--- src/rtl/delay_output_merge.sv ---
// delay_output_merge: two-channel ready/valid merger for the delay unit outputs.
// Each input channel is buffered in a small FIFO. A round-robin arbiter then
// moves one beat per cycle into a registered output stage. O_tag carries the
// index of the channel that supplied each output beat.
// Optional build macro: DELAY_OUTPUT_MERGE_ASSERT_EN compiles in SVA checks.
// These checks cover overflow, output stability, arbitration fairness and the
// occupancy bound. Defining the macro does not change the RTL behaviour.
module delay_output_merge #(
    parameter int WIDTH = 5,
    parameter int DEPTH = 2
) (
    input  logic             CLK,
    input  logic             ASYNCRESET,
    input  logic [WIDTH-1:0] I_0_data,
    input  logic             I_0_valid,
    output logic             I_0_ready,
    input  logic [WIDTH-1:0] I_1_data,
    input  logic             I_1_valid,
    output logic             I_1_ready,
    output logic [WIDTH-1:0] O_data,
    output logic             O_tag,
    output logic             O_valid,
    input  logic             O_ready
);

    localparam int PW = (DEPTH > 1) ? $clog2(DEPTH) : 1;
    localparam int CW = PW + 1;
    localparam logic [CW-1:0] FULL_COUNT = CW'(DEPTH);

    // Per-channel views of the two input ports so that a single generate loop
    // can build both FIFOs.
    logic [WIDTH-1:0] in_data   [2];
    logic [WIDTH-1:0] head_data [2];
    logic [1:0]       in_valid;
    logic [1:0]       in_ready;
    logic [1:0]       not_empty;
    logic [1:0]       pop;

    assign in_data[0]  = I_0_data;
    assign in_data[1]  = I_1_data;
    assign in_valid[0] = I_0_valid;
    assign in_valid[1] = I_1_valid;
    assign I_0_ready   = in_ready[0];
    assign I_1_ready   = in_ready[1];

    genvar gi;
    generate
        for (gi = 0; gi < 2; gi++) begin : g_fifo
            logic [WIDTH-1:0] mem_q [DEPTH];
            logic [PW-1:0]    wr_ptr_q, wr_ptr_d;
            logic [PW-1:0]    rd_ptr_q, rd_ptr_d;
            logic [CW-1:0]    count_q, count_d;
            logic             push;

            // Readiness looks only at local occupancy. A pop in the same cycle
            // does not make room early.
            assign in_ready[gi]  = (count_q < FULL_COUNT) && !ASYNCRESET;
            assign push          = in_valid[gi] && in_ready[gi];
            assign not_empty[gi] = (count_q != '0);
            assign head_data[gi] = mem_q[rd_ptr_q];

            // Next pointers and occupancy from this cycle's push/pop pair
            always_comb begin
                wr_ptr_d = wr_ptr_q;
                rd_ptr_d = rd_ptr_q;
                count_d  = count_q;
                if (push) begin
                    wr_ptr_d = wr_ptr_q + PW'(1);
                end
                if (pop[gi]) begin
                    rd_ptr_d = rd_ptr_q + PW'(1);
                end
                case ({push, pop[gi]})
                    2'b10:   count_d = count_q + CW'(1);
                    2'b01:   count_d = count_q - CW'(1);
                    default: count_d = count_q;
                endcase
            end

            // FIFO control state. Reset empties the FIFO immediately.
            always_ff @(posedge CLK or posedge ASYNCRESET) begin
                if (ASYNCRESET) begin
                    wr_ptr_q <= '0;
                    rd_ptr_q <= '0;
                    count_q  <= '0;
                end else begin
                    wr_ptr_q <= wr_ptr_d;
                    rd_ptr_q <= rd_ptr_d;
                    count_q  <= count_d;
                end
            end

            // Payload storage. Stale entries are unreachable once count is cleared.
            always_ff @(posedge CLK) begin
                if (push) begin
                    mem_q[wr_ptr_q] <= in_data[gi];
                end
            end

`ifdef DELAY_OUTPUT_MERGE_ASSERT_EN
            // A push must never land in a full FIFO.
            a_no_overflow: assert property (@(posedge CLK) disable iff (ASYNCRESET)
                push |-> (count_q < FULL_COUNT));
            // Occupancy is bounded by the FIFO capacity.
            a_count_bound: assert property (@(posedge CLK) disable iff (ASYNCRESET)
                count_q <= FULL_COUNT);
`endif
        end
    endgenerate

    logic             o_valid_q, o_valid_d;
    logic [WIDTH-1:0] o_data_q, o_data_d;
    logic             o_tag_q, o_tag_d;
    logic             last_grant_q, last_grant_d;
    logic             grant;
    logic             load;

    // Round-robin arbitration and next state of the output register
    always_comb begin
        grant = 1'b0;
        if (not_empty[0] && not_empty[1]) begin
            grant = !last_grant_q;
        end else if (not_empty[1]) begin
            grant = 1'b1;
        end
        load         = (!o_valid_q || O_ready) && (not_empty != 2'b00);
        pop[0]       = load && !grant;
        pop[1]       = load && grant;
        o_valid_d    = o_valid_q;
        o_data_d     = o_data_q;
        o_tag_d      = o_tag_q;
        last_grant_d = last_grant_q;
        if (load) begin
            o_valid_d    = 1'b1;
            o_data_d     = head_data[grant];
            o_tag_d      = grant;
            last_grant_d = grant;
        end else if (o_valid_q && O_ready) begin
            o_valid_d = 1'b0;
        end
    end

    // Output stage registers. last_grant resets to 1 so channel 0 wins the first tie.
    always_ff @(posedge CLK or posedge ASYNCRESET) begin
        if (ASYNCRESET) begin
            o_valid_q    <= 1'b0;
            o_data_q     <= '0;
            o_tag_q      <= 1'b0;
            last_grant_q <= 1'b1;
        end else begin
            o_valid_q    <= o_valid_d;
            o_data_q     <= o_data_d;
            o_tag_q      <= o_tag_d;
            last_grant_q <= last_grant_d;
        end
    end

    assign O_valid = o_valid_q;
    assign O_data  = o_data_q;
    assign O_tag   = o_tag_q;

`ifdef DELAY_OUTPUT_MERGE_ASSERT_EN
    // A stalled beat must stay valid and must not change.
    a_stall_stable: assert property (@(posedge CLK) disable iff (ASYNCRESET)
        (O_valid && !O_ready) |=> (O_valid && $stable(O_data) && $stable(O_tag)));
    // When both FIFOs hold data, the grant alternates. Any non-empty channel is
    // therefore served within two output transfers.
    a_fair_alternate: assert property (@(posedge CLK) disable iff (ASYNCRESET)
        (load && (not_empty == 2'b11)) |-> (grant != last_grant_q));
    // When only one FIFO holds data, that FIFO is always granted.
    a_single_grant: assert property (@(posedge CLK) disable iff (ASYNCRESET)
        (load && (not_empty != 2'b11)) |-> (grant == not_empty[1]));
`endif

endmodule

--- config.mk ---
export PLATFORM = sky130hd
export DESIGN_NAME = delay_output_merge
export DESIGN_NICKNAME = d
export VERILOG_FILES = /design/src/rtl/delay_output_merge.sv
export SDC_FILE = /design/constraint.sdc
export NUM_CORES = 1
export LEC_CHECK = 0
export ABC_AREA = 1
export CELL_PAD_IN_SITES_DETAIL_PLACEMENT = 0
export CELL_PAD_IN_SITES_GLOBAL_PLACEMENT = 1
export CORE_UTILIZATION = 43
export CTS_BUF_LIST = sky130_fd_sc_hd__clkbuf_4 sky130_fd_sc_hd__clkbuf_8
export CTS_CLUSTER_SIZE = 40
export DETAILED_ROUTE_END_ITERATION = 10
export GPL_TIMING_DRIVEN = 0
export PLACE_DENSITY_LB_ADDON = 0.1
export SLEW_MARGIN = 20
export SYNTH_ARGS = -nofsm -noshare
export SYNTH_HDL_FRONTEND = slang
export SYNTH_SLANG_ARGS = --single-unit
export TNS_END_PERCENT = 100
--- constraint.sdc ---
create_clock -name CLK -period 2.3 [get_ports CLK]
set_clock_uncertainty 0.05 [all_clocks]
set_input_delay 0.23 -clock CLK [delete_from_list [all_inputs] [get_ports CLK]]
set_output_delay 0.23 -clock CLK [all_outputs]
set_load 0.05 [all_outputs]
==> reports/metrics.yaml, run 1 <==
rsz0062_at_grt: "no"
yosysWarnings: 0
worst_r2r_endpoint: "g_fifo[0].count_q[1]"
peakVddDrop_uv: 563
wirelength_um: 2530
critPathLaunchType: "flop"
nets: 187
cts_buffer_depth: 2
htree_levels: 2
clk_pin_slew_ns: 0.11
coreArea_mm2: 0.00336
dr.pass1.iters: 4
pre_cts_ws_ns: 0.284
wl_per_cell_um: 11.7
crit_type: "flop to output pin"
num_vias: 1009
synthCells: 140
areaGrowthSynthToFinish_pct: 24.2
n_fill_cell: 317
syn_nets: 157
antenna_left: 0
setup_viol: 0
async_flop_share: 0.444
power.density_mw_per_mm2: 1360
hpwl_um: 1910
antenna_found_initial: 0
drv_cap: 0
highest_layer: "met4"
io_buffers: 23
antennaDiodeCount: 0
synth_top_area_frac: 0.394
worst_slew_pin_slew_ns: 0.610
final_max_slew_viol_count: 0
seqCellArea_mm2: 0.00100
postCtsSetupRepairBufs: 0
wl_met3_um: 125
ys_ff_latch: 36
grt_max_degree: 17
slew_headroom: 0.593
required_ns: 2.02
grt.total_usage: 0.161
hold_class: "input pin to async pin"
grt_pass1_wl_um: 4190
start_util: 0.453
cp-end-kind: "output pin"
crit_start: "g_fifo[1].count_q[1]"
min_period_ns: 2.05
vias_per_cell: 4.65
worst-r2r-setup-slack_ns: 0.50
dr.first_iter.drc_count: 29
ys.flop_type: "edfxtp_1"
cts_tree: "done"
overflow: 0
yosys-top-cells-area: "edfxtp_1 39%, dfrtp_1 25%, nand2_1 11%"
power_mw: 2.58
drive_gt1_frac: 0.117
cts_root_buffer: "clkbuf_4"
die_w_um: 61.5
core.rowCount: 21
synth_top_cell_by_area: "edfxtp_1"
die_h_um: 61.5
fin_setup_tns_ns: 0
syn_area_per_cell_um2: 10.9
drt-met1-wl_um: 1280
seq_area_frac_synth: 0.658
die_area_mm2: 0.00378
fmax_mhz: 488
hold_viol_final: 0
cts_hold_buf: 0
p_leak_nw: 0.806
wl_met2_um: 1080
outcome: "completed"
clk_latency_ns: 0.34
finalCritPeriodShare: 0.890
layout_setup_ws_ns: 0.252
synth.cell_area_mm2: 0.00152
synth_edf_count: 20
cts_inserted_buffers: 5
cts.sinks: 36
gp_congestion: 0.763
multi_input_area_um2: 477
netlist_top_cells_count: "45 x nand2_1, 20 x edfxtp_1, 15 x dfrtp_1"
critPathArrivalTime_ns: 1.77
boundaryPins: 24
reg2regPathDepth: 10
synth_cell_types: 20
grt_pass1_vias: 962
synth_most_common_cell: "nand2_1"
worstPathMaxFanout: 3
cts_resized: 0
drc: 0
r2r_start: "g_fifo[0].count_q[0]"
## layer usage
layer,GRT usage,up-vias
li1,-,521
met1,0.216,459
met2,0.235,24
met3,0.0441,5
met4,0.0952,0
met5,0,-
## registers in the layout, indices dropped and copies added (netlist names)
register	cells
g_fifo.mem_q	20
O_data	5
g_fifo.count_q	4
g_fifo.rd_ptr_q	2
g_fifo.wr_ptr_q	2
O_tag	1
O_valid	1
last_grant_q	1
## cell usage in the layout (no fill, tap or decap), types with 3 or more instances in the layout
cell type / count
nand2_1: 45
clkdlybuf4s50_1: 23
edfxtp_1: 20
dfrtp_1: 15
nand3_1: 11
nor2_1: 10
inv_1: 9
clkbuf_4: 6
nand4_1: 5
nor2_2: 3
o21ai_0: 3
xnor2_1: 3
xor2_1: 3
## logic make-up (layout without fill, tap and decap cells)
logic type,Yosys count,after routing,synth area share
xor+xnor,6,6,0.0345
simple gates,79,79,0.235
compound gates,6,6,0.0271
flops,36,36,0.658
fa+ha+maj,2,2,0.0164
buf+inv,11,42,0.0288
## per-stage QoR
step / hold WS [ns] / instance area, um2 / std cells / utilization
final: 0.252 / 1890 / 217 / 0.562
after global routing: 0.340 / 1890 / 217 / 0.562
after CTS: 0.277 / 1890 / 217 / 0.562
after detailed placement: 0.434 / 1810 / 209 / 0.538
after global placement: 0.429 / 1810 / 209 / 0.538
after floorplan: 0.0930 / 1520 / 140 / -
## final cells by class
class,count,share of cell area
Timing Repair Buffer,23,0.122
Multi-Input combinational cell,93,0.252
Clock buffer,6,0.0238
Sequential cell,36,0.530
Inverter,11,0.0232
Tap cell,46,0.0304
Clock inverter,2,0.0185
## where the power goes
group | switching [mW] | internal, mW | total (mW)
Sequential | 0.144 | 0.876 | 1.02
Clock | 0.204 | 0.240 | 0.443
Combinational | 0.718 | 0.395 | 1.11
## worst max-delay path, stage by stage, from the launching register on
cell             delay, ns
dfrtp_1               0.45
nor2_1                0.16
clkdlybuf4s50_1       0.82
## how the worst max path moves through the flow
stage	slack [ns]	end	cells past startpoint
finish	0.25	I_1_ready	2
global route	0.16	I_1_ready	2
CTS	0.24	I_1_ready	2
detailed placement	0.28	g_fifo[0].count_q[1]	9
global placement	0.31	g_fifo[0].count_q[1]	9
floorplan	0.07	g_fifo[1].count_q[1]	6
Note: power is estimated with default switching activity, not from simulation.
==> run 2: changes to the inputs <==
Settings changed: CORE_UTILIZATION 43 to 50, DONT_BUFFER_PORTS from default to 1.
Clock period 2.3 ns to 1.92 ns, I/O delays scaled along.
==> run 2 against run 1 <==
The flow now finishes with violations (DRC). Final cell count shrank 10%. Total power rose by 17%. Via count is 0.20% lower. First-iteration DRC count shrank 10%. Final area is 3.5% lower. Core utilization rose by 8.3 points. Sequential share of layout area grew 2.3 points. Largest power group is now registers.
==> reports/metrics.yaml, run 2 (synthesis gave the netlist of run 1 again) <==
outcome: "finished, violations left"  # was completed
violations: "DRC"
worst_slew_pin_slew_ns: 0.614  # was 0.610 ns
finalCritPeriodShare: 0.939
core.rowCount: 19  # was 21
clk_latency_ns: 0.33  # was 0.34 ns
worst-r2r-setup-slack_ns: 0.12  # was 0.50 ns
antenna_found_initial: 0  # unchanged
crit_type: "flop to flop"  # was flop to output pin
die_area_mm2: 0.00327  # was 0.00378 mm2
boundaryPins: 24  # unchanged
io_buffers: 0  # was 23
cts_root_buffer: "clkbuf_4"  # unchanged
min_period_ns: 1.80
grt_pass1_vias: 1036  # was 962
r2r_start: "O_valid"  # was g_fifo[0].count_q[0]
final_cell_mix: "43 x nand2_1, 20 x edfxtp_1, 13 x dlygate4sd3_1"  # was 45 x nand2_1, 23 x clkdlybuf4s50_1, 20 x edfxtp_1
drive_gt1_frac: 0.201  # was 0.117
min_to: "g_fifo[0].wr_ptr_q"
htree_levels: 2  # unchanged
hold_viol_final: 0  # unchanged
hold_class: "input pin to flop"  # was input pin to async pin
p_leak_nw: 0.776  # was 0.806 nW
clk_pin_slew_ns: 0.10  # was 0.11 ns
required_ns: 2.09  # was 2.02 ns
num_vias: 1007  # was 1009
wirelength_um: 2790  # was 2530 um
nets: 180  # was 187
drc: 2  # was 0
cts_tree: "done"  # unchanged
largest-register: "g_fifo.mem_q"  # unchanged
cts_buffer_depth: 2  # unchanged
antennaDiodeCount: 0  # unchanged
grt.total_usage: 0.193  # was 0.161
cp-end-kind: "flop"  # was output pin
coreArea_mm2: 0.00283  # was 0.00336 mm2
gp_congestion: 0.737  # was 0.763
slew_headroom: 0.590  # was 0.593
cts_inserted_buffers: 5  # unchanged
rsz0062_at_grt: "no"  # unchanged
grt_max_degree: 17  # unchanged
die_h_um: 57.2  # was 61.5 um
cts.sinks: 36  # unchanged
worstPathMaxFanout: 3  # unchanged
largest_reg_flops: 20  # unchanged
peakVddDrop_uv: 1140  # was 563 uV
overflow: 0  # unchanged
dr.pass1.iters: 7  # was 4
wl_per_cell_um: 14.3  # was 11.7 um
power_mw: 3.02  # was 2.58 mW
critPathLaunchType: "flop"  # unchanged
final_common_cell: "nand2_1"  # unchanged
critPathArrivalTime_ns: 1.97  # was 1.77 ns
antenna_left: 0  # unchanged
power.density_mw_per_mm2: 1660  # was 1360 mW/mm2
n_fill_cell: 238  # was 317
worst_r2r_endpoint: "g_fifo[0].count_q[1]"  # unchanged
drv_cap: 0  # unchanged
utilization: 0.645  # was 0.562
setup_viol: 0  # unchanged
areaGrowthSynthToFinish_pct: 19.8  # was 24.2%
holdPathStages: 3
reg2regPathDepth: 9  # was 10
hold_start: "ASYNCRESET"
dr.first_iter.drc_count: 26  # was 29
finalNonFillerCells: 195  # was 217
dpl.cell_count: 171  # was 209
vias_per_cell: 5.16  # was 4.65
final_max_slew_viol_count: 0  # unchanged
die_w_um: 57.2  # was 61.5 um
start_util: 0.538  # was 0.453
hpwl_um: 1930  # was 1910 um
fmax_mhz: 555
grt_pass1_wl_um: 4550  # was 4190 um
[run 2: cell types whose count changed in the layout (fill, tap and decap cells not counted), sizes merged]
cell           previous run  this run
clkinv                    1         2
dlygate4sd3               0        13
clkbuf                    6         5
buf                       0         3
clkdlybuf4s50            23         0
[run 2: critical path, cell delays in order, from the launching register on]
cell	delay, ns
dfrtp_2	0.55
inv_2	0.08
nor2_4	0.15
a21oi_4	0.05
nand2_2	0.08
inv_2	0.05
ha_1	0.33
a21oi_2	0.12
o21ai_1	0.08
xor2_1	0.14
[run 2: per-stage QoR]
step	worst slack [ns]	instance area (um2)	hold slack (ns)	setup TNS (ns)
floorplan	0.00255	1540	0.0550	0
global placement	-0.129	1580	0.144	-0.129
detailed placement	-0.159	1580	0.161	-0.159
CTS	0.0432	1780	0.0362	0
global route	0.00419	1820	0.0838	0
finish	0.118	1820	0.0891	0
[run 2: final cells by class]
type / count / area [um2] / share of cell area
Clock buffer: 5 / 37.5 / 0.0206
Clock inverter: 3 / 37.5 / 0.0206
Inverter: 11 / 43.8 / 0.0240
Multi-Input combinational cell: 93 / 505 / 0.277
Sequential cell: 36 / 1010 / 0.553
Tap cell: 31 / 38.8 / 0.0213
Timing Repair Buffer: 16 / 153 / 0.0837
[run 2: how the worst max path moves through the flow]
stage | startpoint | endpoint | slack, ns | cells after the start
global placement | O_valid | g_fifo[0].count_q[1] | -0.13 | 9
finish | O_valid | g_fifo[0].count_q[1] | 0.12 | 9
global route | g_fifo[0].count_q[0] | g_fifo[0].count_q[1] | 0.004 | 10
detailed placement | O_valid | g_fifo[0].count_q[1] | -0.16 | 9
CTS | O_valid | g_fifo[0].count_q[1] | 0.04 | 9
floorplan | O_valid | g_fifo[0].count_q[1] | 0.003 | 9
[run 2: where the power goes]
group          internal [mW]  switching (mW)  total [mW]
combinational          0.384           0.639        1.02
sequential              1.06           0.432        1.49
clock                  0.266           0.244       0.510
total                   1.71            1.32        3.02
[run 2: per-layer routing]
metal / GRT usage / vias up / share of wire
met2: 0.308 / 26 / 0.51
met5: 0 / - / 0
li1: - / 511 / -
met4: 0.0732 / 0 / 0.0093
met1: 0.236 / 466 / 0.44
met3: 0.0794 / 4 / 0.046
[run 2: timing repair]
item / 4_1_cts / 5_1_grt
pin swaps: 0 / 4
gates resized for setup: 2 / 11
hold buffers: 11 / 2
setup buffers: 1 / 2
gates cloned: 0 / 0
hold endpoints to repair: 35 / 2
setup endpoints to repair: 2 / 2
==> run 3: changes to the inputs <==
Settings changed: CTS_CLUSTER_SIZE 40 to default, SKIP_CTS_REPAIR_TIMING from default to 1.
==> run 3 against run 2 <==
The flow still finishes with violations (DRC). Hold slack worse by 0.0068 ns. Die area stayed put. Core utilization hardly changed. Non-clock buffer count stayed put. Global-route usage is 0.34 points lower. Critical path depth stayed put. Routed wire length is 1.3% lower. Combinational power hardly changed. First-iteration DRC count is 19% higher. Worst setup slack worse by 0.028 ns. Count of clock-buffer cells in the layout stayed put. Largest power group unchanged. Highest routed layer unchanged.
==> reports/metrics.yaml, run 3 (synthesis gave the netlist of run 1 again) <==
outcome: "finished, violations left"  # unchanged
violations: "DRC"  # unchanged
antenna_found_initial: 0  # unchanged
coreArea_mm2: 0.00283  # unchanged
final_common_cell: "nand2_1"  # unchanged
worstPathMaxFanout: 3  # unchanged
num_vias: 1000  # was 1007
overflow: 0  # unchanged
areaGrowthSynthToFinish_pct: 19.7  # was 19.8%
cts_buffer_depth: 2  # unchanged
drive_gt1_frac: 0.195  # was 0.201
io_buffers: 0  # unchanged
grt_most_used_layer: "met2"  # unchanged
crit_type: "flop to flop"  # unchanged
rsz0062_at_grt: "no"  # unchanged
clk_latency_ns: 0.34  # was 0.33 ns
grt_use_met2: 0.304  # was 0.308
cts.sinks: 36  # unchanged
boundaryPins: 24  # unchanged
nets: 180  # unchanged
final_max_slew_viol_count: 0  # unchanged
wirelength_um: 2760  # was 2790 um
dr.pass1.iters: 7  # unchanged
grt_max_degree: 17  # unchanged
cp-end-kind: "flop"  # unchanged
grt_pass1_wl_um: 4450  # was 4550 um
hpwl_um: 1930  # unchanged
required_ns: 2.10  # was 2.09 ns
wl_per_cell_um: 14.1  # was 14.3 um
htree_levels: 2  # unchanged
fin_setup_tns_ns: 0  # unchanged
worst-r2r-setup-slack_ns: 0.09  # was 0.12 ns
die_w_um: 57.2  # unchanged
core.rowCount: 19  # unchanged
antenna_left: 0  # unchanged
die_area_mm2: 0.00327  # unchanged
met3_usage: 0.0839  # was 0.0794
cts_tree: "done"  # unchanged
cts_inserted_buffers: 5  # unchanged
start_util: 0.538  # unchanged
worst_slew_pin_slew_ns: 0.611  # was 0.614 ns
vias_per_cell: 5.13  # was 5.16
pre_cts_ws_ns: -0.159  # unchanged
grt.total_usage: 0.189  # was 0.193
place_area_mm2: 0.00158  # unchanged
grt_use_met1: 0.225  # was 0.236
peakVddDrop_uv: 1160  # was 1140 uV
finalCritPeriodShare: 0.953  # was 0.939
largest-register: "g_fifo.mem_q"  # unchanged
hold_viol_final: 0  # unchanged
final_cell_mix: "43 x nand2_1, 20 x edfxtp_1, 13 x dlygate4sd3_1"  # unchanged
n_fill_cell: 236  # was 238
critPathLaunchType: "flop"  # unchanged
cts_root_buffer: "clkbuf_4"  # unchanged
gp_congestion: 0.737  # unchanged
layout_setup_ws_ns: 0.0900  # was 0.118 ns
holdWs_ns: 0.0823  # was 0.0891 ns
setup_viol: 0  # unchanged
slew_headroom: 0.593  # was 0.590
die_h_um: 57.2  # unchanged
design_area_mm2: 0.00182  # about the same
dr.first_iter.drc_count: 31  # was 26
p_leak_nw: 0.777  # was 0.776 nW
fmax_mhz: 546  # was 555 MHz
clk_pin_slew_ns: 0.11  # was 0.10 ns
drc: 2  # unchanged
power.density_mw_per_mm2: 1650  # was 1660 mW/mm2
drv_cap: 0  # unchanged
hold_class: "input pin to flop"  # unchanged
antennaDiodeCount: 0  # unchanged
min_period_ns: 1.83  # was 1.80 ns
critPathArrivalTime_ns: 2.01  # was 1.97 ns
power_mw: 3.01  # was 3.02 mW
grt_pass1_vias: 1007  # was 1036
largest_reg_flops: 20  # unchanged
[run 3: power breakdown]
group | internal [mW] | switching (mW) | leakage (nW)
clock | 0.266 | 0.252 | 0.0403
sequential | 1.05 | 0.435 | 0.366
combinational | 0.379 | 0.629 | 0.371
[run 3: final timing paths]
check | to | cells past startpoint | start
worst min register to register | last_grant_q | 2 | last_grant_q
min in group asynchronous | g_fifo[0].rd_ptr_q | 2 | ASYNCRESET
worst min-delay path | g_fifo[1].wr_ptr_q | 3 | ASYNCRESET
worst max-delay path | g_fifo[0].count_q[1] | 9 | O_valid
worst max register to register | g_fifo[0].count_q[1] | 9 | O_valid
max in group asynchronous | O_valid | 2 | ASYNCRESET
[run 3: final cells by class]
| type | count | area (um2) | share of cell area |
|---|---|---|---|
| clock buffer | 5 | 37.5 | 0.0206 |
| clock inverter | 3 | 37.5 | 0.0206 |
| inverter | 11 | 43.8 | 0.0240 |
| multi-input combinational | 93 | 505 | 0.277 |
| sequential | 36 | 1010 | 0.553 |
| tap | 31 | 38.8 | 0.0213 |
| timing repair buffer | 16 | 153 | 0.0837 |
[run 3: per-layer routing]
layer	up-vias	part of all wire	wire (um)
met3	6	0.039	107
li1	509	-	-
met5	-	0	0
met1	464	0.43	1190
met4	0	0.016	44
met2	21	0.51	1420
[run 3: critical path: stages, from the launching register on]
cell	delay [ns]
dfrtp_2	0.55
inv_2	0.08
nor2_4	0.15
a21oi_4	0.05
nand2_2	0.08
inv_2	0.05
ha_1	0.34
a21oi_2	0.13
o21ai_1	0.09
xor2_1	0.14
[run 3: through the flow]
step | util | instances
final | 0.644 | 195
after global routing | 0.644 | 195
after CTS | 0.584 | 179
after detailed placement | 0.557 | 171
after global placement | 0.557 | 171
after floorplan | - | 140
